**config.mk**
```make
export PLATFORM = sky130hd
export DESIGN_NAME = seg_scan_ctrl_flat
export DESIGN_NICKNAME = d
export VERILOG_FILES = /design/src/rtl/seg_pkg.sv /design/src/rtl/seg_scan_ctrl_if.sv /design/src/rtl/seg_tick_gen.sv /design/src/rtl/seg_scan_ctrl.sv /design/src/flat_wrapper.sv
export SDC_FILE = /design/constraint.sdc
export NUM_CORES = 1
export LEC_CHECK = 0
export CAP_MARGIN = 10
export CORE_ASPECT_RATIO = 1.2
export CORE_MARGIN = 2
export CORE_UTILIZATION = 40
export DETAILED_ROUTE_END_ITERATION = 10
export GPL_TIMING_DRIVEN = 0
export PLACE_DENSITY = 0.57
export SLEW_MARGIN = 20
export SYNTH_ARGS = -nofsm -noshare
export SYNTH_HDL_FRONTEND = slang
export SYNTH_SLANG_ARGS = --single-unit
```
**constraint.sdc**
```tcl
create_clock -name i_CLK -period 6.2 [get_ports i_CLK]
set_input_delay 1.55 -clock i_CLK [delete_from_list [all_inputs] [get_ports i_CLK]]
set_output_delay 1.55 -clock i_CLK [all_outputs]
set_load 0.02 [all_outputs]
```
**src/rtl/seg_pkg.sv**
```systemverilog
// Shared types and constants for the 4-digit 7-segment scan controller.
package seg_pkg;

    localparam int unsigned SEG_DIGITS = 4;
    localparam int unsigned SEG_NIB_W  = 4;
    localparam int unsigned SEG_DATA_W = SEG_DIGITS * SEG_NIB_W;

    typedef enum logic {S_ON, S_GAP} state_e;

    typedef logic [1:0] dig_idx_t;

    function automatic logic [SEG_DIGITS-1:0] dig_onehot(dig_idx_t idx);
        return 4'b0001 << idx;
    endfunction

    // A digit is a leading zero when it and every more significant nibble are zero.
    function automatic logic lzb_blank(logic [SEG_DATA_W-1:0] val, dig_idx_t idx);
        logic blank;
        unique case (idx)
            2'd3:    blank = (val[15:12] == 4'h0);
            2'd2:    blank = (val[15:8] == 8'h00);
            2'd1:    blank = (val[15:4] == 12'h000);
            default: blank = 1'b0;
        endcase
        return blank;
    endfunction

endpackage

```
**src/rtl/seg_scan_ctrl_if.sv**
```systemverilog
// Load/display bundle between the display-value source and the scan controller.
interface seg_scan_ctrl_if;
    import seg_pkg::*;

    logic                  i_LOAD;
    logic [SEG_DATA_W-1:0] i_DATA;
    logic [SEG_NIB_W-1:0]  o_NIBBLE;
    logic [SEG_DIGITS-1:0] o_DIG_EN;
    logic                  o_PEND;
    logic                  o_FRAME;

    modport master (
        output i_LOAD, i_DATA,
        input  o_NIBBLE, o_DIG_EN, o_PEND, o_FRAME
    );

    modport slave (
        input  i_LOAD, i_DATA,
        output o_NIBBLE, o_DIG_EN, o_PEND, o_FRAME
    );

endinterface

```
**src/rtl/seg_tick_gen.sv**
```systemverilog
// Digit-slot prescaler: counts 0..P_DIV-1 and flags the gap start and slot end cycles.
module seg_tick_gen #(
    parameter int unsigned P_DIV = 50000,
    parameter int unsigned P_GAP = 1000
) (
    input  logic i_CLK,
    input  logic i_RSTn,
    output logic o_SLOT_END,
    output logic o_GAP_START
);

    localparam int unsigned CntW = (P_DIV > 1) ? $clog2(P_DIV) : 1;
    localparam logic [CntW-1:0] CntLast  = CntW'(P_DIV - 1);
    localparam logic [CntW-1:0] GapFirst = CntW'(P_DIV - P_GAP - 1);

    logic [CntW-1:0] cnt_q, cnt_d;

    always_comb begin
        o_SLOT_END  = (cnt_q == CntLast);
        o_GAP_START = (cnt_q == GapFirst);
        cnt_d       = o_SLOT_END ? '0 : cnt_q + 1'b1;
    end

    always_ff @(posedge i_CLK or negedge i_RSTn) begin
        if (!i_RSTn) begin
            cnt_q <= '0;
        end else begin
            cnt_q <= cnt_d;
        end
    end

endmodule

```
**src/rtl/seg_scan_ctrl.sv**
```systemverilog
// Time-multiplexed 4-digit scan controller with frame-synchronous double-buffered loads.
// Define SEG_LZB_EN to enable leading-zero blanking of digits 3..1.
module seg_scan_ctrl
    import seg_pkg::*;
#(
    parameter int unsigned P_DIV           = 50000,
    parameter int unsigned P_GAP           = 1000,
    parameter bit          P_AN_ACTIVE_LOW = 1'b0
) (
    input  logic            i_CLK,
    input  logic            i_RSTn,
    seg_scan_ctrl_if.slave  bus
);

    localparam logic [SEG_DIGITS-1:0] DigOff = P_AN_ACTIVE_LOW ? 4'hF : 4'h0;

    logic slot_end, gap_start, boundary, blank;

    state_e                state_q, state_d;
    dig_idx_t              idx_q, idx_d;
    logic [SEG_DATA_W-1:0] active_q, active_d;
    logic [SEG_DATA_W-1:0] pending_q, pending_d;
    logic                  pend_q, pend_d;
    logic                  boundary_q, frame_q;
    logic [SEG_NIB_W-1:0]  nibble_q, nibble_d;
    logic [SEG_DIGITS-1:0] dig_en_q, dig_en_d;

    seg_tick_gen #(
        .P_DIV (P_DIV),
        .P_GAP (P_GAP)
    ) u_tick_gen (
        .i_CLK       (i_CLK),
        .i_RSTn      (i_RSTn),
        .o_SLOT_END  (slot_end),
        .o_GAP_START (gap_start)
    );

`ifdef SEG_LZB_EN
    assign blank = lzb_blank(active_q, idx_q);
`else
    assign blank = 1'b0;
`endif

    assign boundary = slot_end && (idx_q == 2'd3);

    always_comb begin
        state_d   = state_q;
        idx_d     = idx_q;
        active_d  = active_q;
        pending_d = pending_q;
        pend_d    = pend_q;

        unique case (state_q)
            S_ON:    if (gap_start) state_d = S_GAP;
            S_GAP:   if (slot_end) state_d = S_ON;
            default: state_d = S_ON;
        endcase

        if (slot_end) idx_d = idx_q + 2'd1;

        // A load landing on the boundary goes straight to the display and beats any older pending value.
        if (boundary) begin
            if (bus.i_LOAD) begin
                active_d = bus.i_DATA;
            end else if (pend_q) begin
                active_d = pending_q;
            end
            pend_d = 1'b0;
        end else if (bus.i_LOAD) begin
            pending_d = bus.i_DATA;
            pend_d    = 1'b1;
        end

        nibble_d = active_q[{idx_q, 2'b00} +: SEG_NIB_W];
        dig_en_d = (state_q == S_ON && !blank) ? dig_onehot(idx_q) : 4'h0;
        if (P_AN_ACTIVE_LOW) dig_en_d = ~dig_en_d;
    end

    always_ff @(posedge i_CLK or negedge i_RSTn) begin
        if (!i_RSTn) begin
            state_q    <= S_ON;
            idx_q      <= '0;
            active_q   <= '0;
            pending_q  <= '0;
            pend_q     <= 1'b0;
            boundary_q <= 1'b0;
            frame_q    <= 1'b0;
            nibble_q   <= '0;
            dig_en_q   <= DigOff;
        end else begin
            state_q    <= state_d;
            idx_q      <= idx_d;
            active_q   <= active_d;
            pending_q  <= pending_d;
            pend_q     <= pend_d;
            boundary_q <= boundary;
            frame_q    <= boundary_q;
            nibble_q   <= nibble_d;
            dig_en_q   <= dig_en_d;
        end
    end

    assign bus.o_NIBBLE = nibble_q;
    assign bus.o_DIG_EN = dig_en_q;
    assign bus.o_PEND   = pend_q;
    assign bus.o_FRAME  = frame_q;

endmodule

```
**src/flat_wrapper.sv**
```systemverilog
// flat-port wrapper written by rule: the top's interface ports become plain ports
module seg_scan_ctrl_flat import seg_pkg::*;
#(
    parameter int unsigned P_DIV           = 50000,
    parameter int unsigned P_GAP           = 1000,
    parameter bit          P_AN_ACTIVE_LOW = 1'b0
)
  (i_CLK, i_RSTn, bus_i_LOAD, bus_i_DATA, bus_o_NIBBLE, bus_o_DIG_EN, bus_o_PEND, bus_o_FRAME);
  seg_scan_ctrl_if bus_i ();
  input  logic i_CLK;
  input  logic i_RSTn;
  input wire logic [$bits(bus_i.i_LOAD)-1:0] bus_i_LOAD;
  input wire logic [$bits(bus_i.i_DATA)-1:0] bus_i_DATA;
  output wire logic [$bits(bus_i.o_NIBBLE)-1:0] bus_o_NIBBLE;
  output wire logic [$bits(bus_i.o_DIG_EN)-1:0] bus_o_DIG_EN;
  output wire logic [$bits(bus_i.o_PEND)-1:0] bus_o_PEND;
  output wire logic [$bits(bus_i.o_FRAME)-1:0] bus_o_FRAME;
  assign bus_i.i_LOAD = bus_i_LOAD;
  assign bus_i.i_DATA = bus_i_DATA;
  assign bus_o_NIBBLE = bus_i.o_NIBBLE;
  assign bus_o_DIG_EN = bus_i.o_DIG_EN;
  assign bus_o_PEND = bus_i.o_PEND;
  assign bus_o_FRAME = bus_i.o_FRAME;
  seg_scan_ctrl #(.P_DIV(P_DIV), .P_GAP(P_GAP), .P_AN_ACTIVE_LOW(P_AN_ACTIVE_LOW)) u_core (.i_CLK(i_CLK), .i_RSTn(i_RSTn), .bus(bus_i));
endmodule
```
# After elaboration in Yosys (flattened, before gate mapping)

Cells that the tools add are included.

Register bits after elaboration: 62
Input bits: 19
Output and inout bits: 10
Word-level logic and storage cells: 33

$add $sub $neg: 2
Equal/unequal tests: 3
Shift-type cells: 2
Muxes and demuxes: 9
Bitwise logic cells: 2
Reduce and logical (&&, ||, !) cells: 5

Operators with widths:

| cell                                             | count |
|---|---|
| 2-to-1 mux 16 bit                                | 3 |
| equality test 16 bit (second input constant)     | 2 |
| adder 16 x 1 -> 16 bit (second input constant)   | 1 |
| indexed part select 16 x 5 -> 4 bit              | 1 |
| 2-to-1 mux 1 bit                                 | 4 |
| 2-to-1 mux 4 bit                                 | 1 |
| AND reduction 2 bit                              | 2 |
| nonzero test 2 bit                               | 2 |
| << shifter 1 x 2 -> 4 bit (first input constant) | 1 |
| adder 2 x 1 -> 2 bit (second input constant)     | 1 |
| equality test 2 bit (second input constant)      | 1 |
| NOT 1 bit                                        | 2 |
| one-hot mux 1 bit (2 select lines)               | 1 |
| logical AND 1 bit                                | 1 |

# Logic depth before layout (Yosys ltp)

Word-level depth: 4
Gate-level depth with buffers: 7
Mapped depth without buffers: 5

# By module

From an unflattened synthesis, not the netlist that was laid out.

Cells, all modules: 198
Area total of the unflattened synthesis: 2,832.7 sq um

Modules (own cells, without submodules):

| module        | instances | cells an instance | area an instance (sq um) | sequential area each (sq um) |
|---|---|---|---|---|
| seg_scan_ctrl | 1         | 125               | 2,040.7                  | 1,151.1 |
| seg_tick_gen  | 1         | 73                | 792.0                    | 400.4 |

# Worst setup path after synthesis

Ideal clock, no wire load.

Path type: input port to flip-flop
Start point: in bus_i_LOAD
End point: reg u_core.pending_q[3]
Library setup time: 0.127 ns
Arrival: 2.425 ns
Required time: 6.073 ns
Slack: 3.647 ns
Cell stages on the path: 5
Path buffers: 3
Path through: clkbuf_1 nand2b_1 buf_6 buf_12 mux2_1

Cells in the longest elaborated chain, start to end: 1

RTL lines:

| what                          | RTL line            | RTL |
|---|---|---|
| start: declaration            | flat_wrapper.sv:12  | `input wire logic [$bits(bus_i.i_LOAD)-1:0] bus_i_LOAD;` |
| AND reduction 2 bit (no line) | -                   |  |
| end signal: assignment        | seg_scan_ctrl.sv:94 | `pending_q <= pending_d;` |
| end: declaration              | seg_scan_ctrl.sv:22 | `logic [SEG_DATA_W-1:0] pending_q, pending_d;` |

No other way between the ends.
A chain may end at the register's enable or synchronous reset.

# Final worst setup path

Start point: reg u_core.pend_q, in the netlist u_core.bus.o_PEND
End point: out bus_o_PEND

RTL lines:

| what                     | RTL line            | RTL |
|---|---|---|
| start: declaration       | seg_scan_ctrl.sv:23 | `logic pend_q, pend_d;` |
| start signal: assignment | seg_scan_ctrl.sv:95 | `pend_q <= pend_d;` |
| end: declaration         | flat_wrapper.sv:16  | `output wire logic [$bits(bus_i.o_PEND)-1:0] bus_o_PEND;` |

No word-level cell between the ends.

==> impl_metrics.csv <==
group,metric,value,unit
sta,worst_pin_slew,0.6672,ns
sta,whs,0.3513,ns
logic_synthesis,async_flop_share,100.0,%
clock_tree,ctsResizeCount,0,
clock_tree,path_clk_slew,0.07,ns
sta,period_minus_slack,2.835,ns
logic_synthesis,synth_largest_area_cell,"dfrtp_1",
logic_synthesis,seq_area_frac_synth,53.38,%
final_layout,syn2layout_area_growth,19.50,%
logic_synthesis,ys_ff_latch,62,
critical_path,r2r_slack,3.87,ns
critical_path,crit_cells,1,
critical_path,start_kind,"flip-flop",
floorplan,start_util,40.67,%
sta,slew_violations,0,
logic_synthesis,ys.warnings.count,0,
logic_synthesis,synth_area_leaders,"dfrtp_1 (53%), mux2_2 (6.6%), o221a_2 (6.2%)",
route,finalWirelength,6.148,mm
route,route.detailed.wl_per_inst,16.22,um
clock_tree,holdBufCountCts,0,
logic_synthesis,synth_edf_count,0,
pwr,ir_drop,0.1030,mV
critical_path,slowest_delay,0.60,ns
logic_synthesis,syn_area,2907,um^2
critical_path,crit_fanout,2,
sta,fin_ws,3.365,ns
critical_path,worst-path-buf-inv,1,
flow_run,maxCapViolations,0,
logic_synthesis,synth.net_count,269,
sta,post-route-period-util,45.72,%
final_layout,nNetsFinal,308,
global_routing,grt_usage,17.37,%
logic_synthesis,synth_ff_type,"dfrtp_1",
critical_path,critPathCapture,"bus_o_PEND",
logic_synthesis,synth_commonest_cells,"dfrtp_1 (62), nor2_1 (26), mux2_2 (17), nor3_1 (17)",
clock_tree,root_buffer,"clkbuf_8",
placement,finalWeightedCongestion,0.7646,
logic_synthesis,yosysMostFrequentCell,"dfrtp_1",
floorplan,core-area,7147,um^2
critical_path,crit_required,4.65,ns
route,vias,2057,
clock_tree,clk_latency,0.34,ns
final_layout,n_antenna_cell,0,
final_layout,utilization,48.60,%
critical_path,worstPathArrival,1.28,ns
placement,dp_hpwl,4.263,mm
route,drtAntennaViolNets,0,
global_routing,grt_max_degree,37,
floorplan,num_io_pins,29,
pwr,power_density,221.6,nW/um^2
critical_path,startpoint,"u_core.bus.o_PEND",
critical_path,slowest_stage,"clkdlybuf4s50_1",
critical_path,crit_family,"buffers and inverters",
clock_tree,cts_made_buffers,9,
final_layout,fillCellCount,675,
sta,setup_violations,0,
critical_path,endpoint_kind,"primary output",
sta,rsz0062_at_grt,"false",
final_layout,layout-drive-gt1-share,22.15,%
clock_tree,cts.sinks,62,
run_status,status,"finished clean",
critical_path,r2r-start,"u_core.u_tick_gen.cnt_q[5]",
route,drt_iter0_markers,93,
sta,hold_viol,0,
floorplan,rows,34,
global_routing,grt_overflow,0,
hold_path,hp-class,"reg2reg",
logic_synthesis,yosysUniqueCellTypes,39,
floorplan,die_x,81.82,um
sta,slew_headroom,55.18,%
critical_path,worstRegToRegCells,6,
route,drcViolationCount,0,
sta,clock_skew,0.007121,ns
pwr,total_power,769.7,uW
pwr,power_leakage,1.460,nW
critical_path,criticalPathCategory,"reg2out",
placement,io_buffers,27,
clock_tree,clk_path_buf_depth,2,
logic_synthesis,synthCells,245,
logic_synthesis,syn-mean-instance-area,11.86,um^2
critical_path,r2r-end,"u_core.pending_q[4]",
sta,setup_tns,0,ns
clock_tree,cts_setup_buffers,0,
route,vias_per_cell,5.427,
critical_path,crit_path_cell_trace,"clkdlybuf4s50_1",
sta,fmax,352.8,MHz
global_routing,antenna_found_initial,0,
floorplan,fp.dieH,97.38,um
clock_tree,cts_tree,"done",
route,first_pass_iters,4,
placement,dp_slack,3.341,ns
floorplan,die_area,7967,um^2
global_routing,grt_pass1_vias,2100,
global_routing,grt_pass1_wl,10.47,mm
clock_tree,cts_htree_levels,3,
logic_synthesis,synth_top_area_share,53.38,%
layout by cell type, fill, tap and decap left out, types with 5 or more instances in the layout:
cell type and instances:
xor2_1 7, clkbuf_1 13, nand3_1 5, mux2_2 17, nand2_1 7, nor2b_1 6, clkinv_2 5, ha_1 5
clkdlybuf4s50_1 26, a31oi_1 16, o221a_2 16, clkbuf_8 10, nor3_1 17, nor2_1 26, dfrtp_1 62
through the flow:
step           instances  cell area, um^2
3_3_place_gp         362             3289
3_5_place_dp         363             3307
5_1_grt              379             3473
4_1_cts              379             3473
6_report             379             3473
2_1_floorplan        245             2907
cell type report:
type / count / area [um^2] / share of cell area (%)
Clock buffer: 11 / 141.4 / 4.071
Multi-Input combinational cell: 163 / 1250 / 35.99
Sequential cell: 62 / 1551 / 44.67
Timing Repair Buffer: 28 / 287.8 / 8.285
Clock inverter: 5 / 25.02 / 0.7205
Tap cell: 90 / 112.6 / 3.242
Inverter: 3 / 11.26 / 0.3242
Buffer: 17 / 93.84 / 2.702
cells by family (layout without fill, tap and decap cells):
| kind of cell | Yosys count | after routing | synth area share, % |
|---|---|---|---|
| multiplexers | 22 | 22 | 10.07 |
| flip-flops | 62 | 62 | 53.38 |
| buffers and inverters | 20 | 64 | 3.616 |
| AND/OR/NAND/NOR | 87 | 87 | 16.53 |
| XOR/XNOR | 11 | 11 | 3.315 |
| adder cells (fa/ha/maj) | 5 | 5 | 2.152 |
| AO/OA/AOI/OAI | 38 | 38 | 10.93 |
report_power, final:
part	internal [mW]	leakage (nW)	switching [mW]	total (mW)
Combinational	0.0238	0.562	0.0219	0.0457
Clock	0.152	0.0926	0.152	0.304
Sequential	0.415	0.805	0.00492	0.420
worst min path at each step:
stage                            from  cells past startpoint                 end  slack [ns]
floorplan           u_core.boundary_q                      0  u_core.bus.o_FRAME        0.33
global placement    u_core.boundary_q                      0  u_core.bus.o_FRAME        0.33
detailed placement  u_core.boundary_q                      0  u_core.bus.o_FRAME        0.34
CTS                 u_core.boundary_q                      0  u_core.bus.o_FRAME        0.36
global route        u_core.boundary_q                      0  u_core.bus.o_FRAME        0.36
finish              u_core.boundary_q                      0  u_core.bus.o_FRAME        0.35
layer usage:
layer,track usage [%],wire length [um],up-vias
met2,25.33,2898,44
met4,9.231,158,0
met1,24.04,2873,1013
met3,3.532,217,13
met5,0,0,-
li1,-,-,987
flip-flops by register name (all words and copies together), names as in the netlist:
name                     cells
u_core.bus.o_PEND            1
u_core.state_q               1
u_core.pending_q            16
u_core.active_q             16
u_core.bus.o_DIG_EN          4
u_core.bus.o_FRAME           1
u_core.u_tick_gen.cnt_q     16
u_core.boundary_q            1
u_core.idx_q                 2
u_core.bus.o_NIBBLE          4
(Power assumes the default switching activity.)
